[config.mk]
export PLATFORM = sky130hd
export DESIGN_NAME = segasys1_romarb
export DESIGN_NICKNAME = d
export VERILOG_FILES = /design/src/rtl/segasys1_pkg.sv /design/src/rtl/segasys1_romarb_pick.sv /design/src/rtl/segasys1_romarb.sv
export SDC_FILE = /design/constraint.sdc
export NUM_CORES = 1
export LEC_CHECK = 0
export CAP_MARGIN = 10
export CORE_ASPECT_RATIO = 0.6
export CORE_MARGIN = 2
export CORE_UTILIZATION = 48
export CTS_CLUSTER_SIZE = 14
export DETAILED_ROUTE_END_ITERATION = 12
export PLACE_DENSITY = 0.86
export RECOVER_POWER = 100
export SLEW_MARGIN = 20
export SYNTH_ARGS = -nofsm -noshare
export SYNTH_HDL_FRONTEND = slang
export SYNTH_HIERARCHICAL = 1
export SYNTH_SLANG_ARGS = --single-unit
[constraint.sdc]
create_clock -name clk -period 3.1 [get_ports clk]
set_clock_uncertainty 0.1 [all_clocks]
set_input_delay 0.62 -clock clk [delete_from_list [all_inputs] [get_ports clk]]
set_output_delay 0.62 -clock clk [all_outputs]
set_load 0.02 [all_outputs]
[src/rtl/segasys1_pkg.sv]
// Shared definitions for the System 1 ROM arbiter: FSM states, requester ids,
// ROM address width and the timeout counter width helper.
package segasys1_pkg;

    localparam int unsigned ROM_AW = 15;

    localparam logic RQ_MAIN = 1'b0;
    localparam logic RQ_SUB  = 1'b1;

    typedef enum logic [1:0] {
        StIdle,
        StIssue,
        StWait,
        StAck
    } arb_state_e;

    // ceil(log2(tout+1)), kept at least 1 bit so a disabled timeout still elaborates.
    function automatic int unsigned cnt_width(input int unsigned tout);
        return (tout < 1) ? 1 : $clog2(tout + 1);
    endfunction

endpackage

[src/rtl/segasys1_romarb_pick.sv]
// Grant selection for the two ROM requesters.
// SEGASYS1_ROMARB_RR_EN selects round-robin on ties; otherwise requester 0 wins.
module segasys1_romarb_pick
    import segasys1_pkg::*;
(
    input  logic req0_i,
    input  logic req1_i,
    input  logic last_i,
    output logic gnt_o,
    output logic valid_o
);

`ifndef SEGASYS1_ROMARB_RR_EN
    logic unused_last;
    assign unused_last = last_i;
`endif

    always_comb begin
        valid_o = req0_i | req1_i;
        gnt_o   = RQ_MAIN;
        if (req0_i && req1_i) begin
`ifdef SEGASYS1_ROMARB_RR_EN
            gnt_o = ~last_i;
`else
            gnt_o = RQ_MAIN;
`endif
        end else if (req1_i) begin
            gnt_o = RQ_SUB;
        end
    end

endmodule

[src/rtl/segasys1_romarb.sv]
// Two-requester ROM arbiter with one transaction in flight and optional response timeout.
// Tie-break policy chosen by SEGASYS1_ROMARB_RR_EN (see segasys1_romarb_pick).
module segasys1_romarb
    import segasys1_pkg::*;
#(
    parameter int unsigned TOUT  = 255,
    parameter logic [7:0]  TOVAL = 8'hFF
) (
    input  logic              clk,
    input  logic              reset,
    input  logic              r0_req,
    input  logic [ROM_AW-1:0] r0_ad,
    output logic [7:0]        r0_dt,
    output logic              r0_ack,
    input  logic              r1_req,
    input  logic [ROM_AW-1:0] r1_ad,
    output logic [7:0]        r1_dt,
    output logic              r1_ack,
    output logic              rom_rd,
    output logic [ROM_AW-1:0] rom_ad,
    input  logic [7:0]        rom_dt,
    input  logic              rom_vld
);

    localparam int unsigned     CntW    = cnt_width(TOUT);
    localparam logic [CntW-1:0] CntMax  = CntW'(TOUT);
    localparam logic [CntW-1:0] CntLast = CntW'(TOUT - 1);

    arb_state_e        state_q, state_d;
    logic              gnt_q, gnt_d;
    logic              last_q, last_d;
    logic [ROM_AW-1:0] addr_q, addr_d;
    logic [CntW-1:0]   cnt_q, cnt_d;
    logic [7:0]        r0_dt_q, r0_dt_d;
    logic [7:0]        r1_dt_q, r1_dt_d;
    logic              pick_gnt, pick_vld;
    logic              timeout;

    segasys1_romarb_pick u_pick (
        .req0_i  (r0_req),
        .req1_i  (r1_req),
        .last_i  (last_q),
        .gnt_o   (pick_gnt),
        .valid_o (pick_vld)
    );

    assign timeout = (TOUT != 0) && (cnt_q == CntLast);

    always_comb begin
        state_d = state_q;
        gnt_d   = gnt_q;
        last_d  = last_q;
        addr_d  = addr_q;
        cnt_d   = cnt_q;
        r0_dt_d = r0_dt_q;
        r1_dt_d = r1_dt_q;
        case (state_q)
            StIdle: begin
                if (pick_vld) begin
                    gnt_d   = pick_gnt;
                    last_d  = pick_gnt;
                    addr_d  = (pick_gnt == RQ_SUB) ? r1_ad : r0_ad;
                    state_d = StIssue;
                end
            end
            StIssue: begin
                cnt_d   = '0;
                state_d = StWait;
            end
            StWait: begin
                if (rom_vld || timeout) begin
                    // A real response beats a coincident timeout.
                    if (gnt_q == RQ_SUB) begin
                        r1_dt_d = rom_vld ? rom_dt : TOVAL;
                    end else begin
                        r0_dt_d = rom_vld ? rom_dt : TOVAL;
                    end
                    state_d = StAck;
                end else if (cnt_q != CntMax) begin
                    cnt_d = cnt_q + 1'b1;
                end
            end
            StAck: begin
                state_d = StIdle;
            end
            default: begin
                state_d = StIdle;
            end
        endcase
    end

    always_ff @(posedge clk or posedge reset) begin
        if (reset) begin
            state_q <= StIdle;
            gnt_q   <= RQ_MAIN;
            last_q  <= RQ_SUB;
            addr_q  <= '0;
            cnt_q   <= '0;
            r0_dt_q <= 8'h00;
            r1_dt_q <= 8'h00;
        end else begin
            state_q <= state_d;
            gnt_q   <= gnt_d;
            last_q  <= last_d;
            addr_q  <= addr_d;
            cnt_q   <= cnt_d;
            r0_dt_q <= r0_dt_d;
            r1_dt_q <= r1_dt_d;
        end
    end

    assign rom_rd = (state_q == StIssue);
    assign rom_ad = addr_q;
    assign r0_ack = (state_q == StAck) && (gnt_q == RQ_MAIN);
    assign r1_ack = (state_q == StAck) && (gnt_q == RQ_SUB);
    assign r0_dt  = r0_dt_q;
    assign r1_dt  = r1_dt_q;

endmodule

==> impl_metrics.json <==
{
  "setup_viol": 0,
  "critPathCaptureType": "flop",
  "numCtsBuffers": 5,
  "dieArea_sq_mm": 0.00484,
  "worstPathRequired_ns": 3.22,
  "r2r_slack_ns": 0.81,
  "layout-drive-gt1-share_pct": 6.02,
  "netlist_instances": 191,
  "rsz0062_at_grt": "no",
  "r2r_start": "state_q[0]$_DFFE_PP0P_",
  "cp_num_buf_inv": 2,
  "post-route-drc-count": 0,
  "cp_max_fo": 32,
  "grtUsageMet3_pct": 7.54,
  "slew-limit-headroom_pct": 19.1,
  "crit_family": "buffers and inverters",
  "ctsRootBufferMaster": "clkbuf_8",
  "postCtsResizedCells": 0,
  "holdCritStartpoint": "cnt_q[6]$_DFFE_PP0P_",
  "grt_pass1_wl_microns": 7470,
  "path_cells": "dlygate4sd3_1 -> or2_0 -> and2_0 -> clkbuf_1 -> nor2_1 -> a21oi_1",
  "dr.pass1.iters": 4,
  "io_buffers": 76,
  "h-tree-depth": 2,
  "whs_path_depth": 1,
  "dp_hpwl_microns": 3470,
  "cap_viol_max_count": 0,
  "clk_pin_slew_worst_paths_ns": 0.08,
  "io_pins": 77,
  "ant_nets": 0,
  "max_slew.worst_pin.slew_ns": 1.21,
  "outcome": "finished, final reports clean",
  "core_area_sq_mm": 0.00412,
  "slew_viol_final": 0,
  "final-instance-count-excl-fill": 326,
  "grt_pass1_vias": 1611,
  "grt_util_met1_pct": 29.2,
  "final.fill_count": 280,
  "power.leakage_nw": 1.21,
  "rr_endpoint": "r1_dt[7]$_DFFE_PP0P_",
  "whs_endpoint": "cnt_q[6]$_DFFE_PP0P_",
  "dp_cells": 318,
  "clk_latency_ns": 0.29,
  "drt_iter0_drc": 168,
  "hold_buffers": 0,
  "cp_slowest_cell": "clkbuf_1",
  "synth_area_sq_mm": 0.00206,
  "wire_per_inst_microns": 14.3,
  "routabilityCongestion": 0.896,
  "critPathLaunch": "r0_req",
  "reg2reg_depth": 5,
  "crit_cells": 6,
  "diodes": 0,
  "start_kind": "input pin",
  "use_met2_pct": 29.7,
  "viasPerCell": 5.17,
  "area_growth_pct": 43.2,
  "place_area_sq_mm": 0.00286,
  "finalSetupTns_ns": 0,
  "max_freq_mhz": 402,
  "row_count": 18,
  "grt_util_all_layers_pct": 20.9,
  "synth-warning-count": 6,
  "grt-ovfl-total": 0,
  "hold_class": "reg2reg",
  "initial_core_util_pct": 49.9,
  "fin_area_sq_mm": 0.00294,
  "fp.dieW_microns": 88.5,
  "cts.sinks": 42,
  "cts_tree": "yes",
  "syn_nets": 241,
  "syn_avg_cell_area_sq_um": 10.8,
  "arrival_ns": 2.61,
  "period_needed_ns": 2.49,
  "top_usage_layer": "met2",
  "die_h_microns": 54.7,
  "clock_path_buffers": 2,
  "cpPeakStageDelay_ns": 0.89,
  "wirelength_microns": 4660,
  "worstSetupPathType": "in2reg",
  "max-vdd-ir-drop_mv": 0.590,
  "grt_max_degree": 43,
  "finalCritPeriodShare_pct": 80.3,
  "antenna_found_initial": 0,
  "powerDensity_mw_per_mm2": 879,
  "hold_viol_final": 0,
  "vias": 1687,
  "layout.nets": 315,
  "post_cts_buffers": 0
}
[layout make-up]
cell class	count	area [sq um]	share of cell area [%]
Multi-Input combinational cell	127	908	30.9
Clock inverter	1	5.00	0.170
Tap cell	60	75.1	2.55
Inverter	9	33.8	1.15
Sequential cell	42	1050	35.7
Clock buffer	7	86.3	2.93
Timing Repair Buffer	80	785	26.6
[state kept, by name, indices dropped and copies added, names as in the netlist]
name / count
r0_dt: 8
gnt_q: 1
r1_dt: 8
rom_ad: 15
state_q: 2
cnt_q: 8
[report_power, final]
part	internal, mW	leakage [nW]	total [mW]	switching (mW)
clock network	0.179	0.0482	0.354	0.175
registers	0.783	0.492	0.930	0.147
logic	0.602	0.671	1.30	0.702
total	1.56	1.21	2.59	1.02
[stage by stage]
step / setup slack (ns) / hold slack, ns / util (%) / power, mW
after detailed placement: 0.546 / 0.405 / 69.4 / 2.34
after global placement: 0.702 / 0.405 / 69.4 / 2.30
after global routing: 0.378 / 0.433 / 71.4 / 2.77
after CTS: 0.696 / 0.421 / 71.6 / 2.70
after floorplan: 1.13 / 0.368 / - / 1.71
final: 0.610 / 0.420 / 71.4 / 2.59
[how the worst max path moves through the flow]
stage,endpoint,slack (ns)
6_report,rom_ad[6]$_DFFE_PP0P_,0.61
5_1_grt,rom_ad[7]$_DFFE_PP0P_,0.38
3_3_place_gp,r0_dt[7]$_DFFE_PP0P_,0.70
4_1_cts,r0_ack,0.70
3_5_place_dp,r0_dt[4]$_DFFE_PP0P_,0.55
2_1_floorplan,cnt_q[7]$_DFFE_PP0P_,1.13
[worst reg2reg max path, stage by stage (launching register included)]
cell and delay [ns]:
dfrtp_1 0.42, inv_1 0.12, ha_1 0.32, and2_0 0.48
nor2b_1 0.56, a2bb2oi_1 0.21
[routing by layer]
layer  share of wire (%)  vias to the layer above
li1                    -                      826
met1                  49                      795
met2                  42                       61
met3                 8.1                        5
met4                 1.1                        0
met5                   0                        -
[layout by cell type, fill, tap and decap left out, drive strengths merged, types with 3 or more instances in the layout]
master         count
dlygate4sd3       37
inv                8
ha                 7
and2               4
a31oi              4
dfrtp             42
nand3              3
mux2i             16
nor2b             14
o21ai              3
clkdlybuf4s50     39
a2bb2oi           16
a21oi             17
clkbuf             9
nand2              6
nor2              15
(Power assumes the default switching activity.)
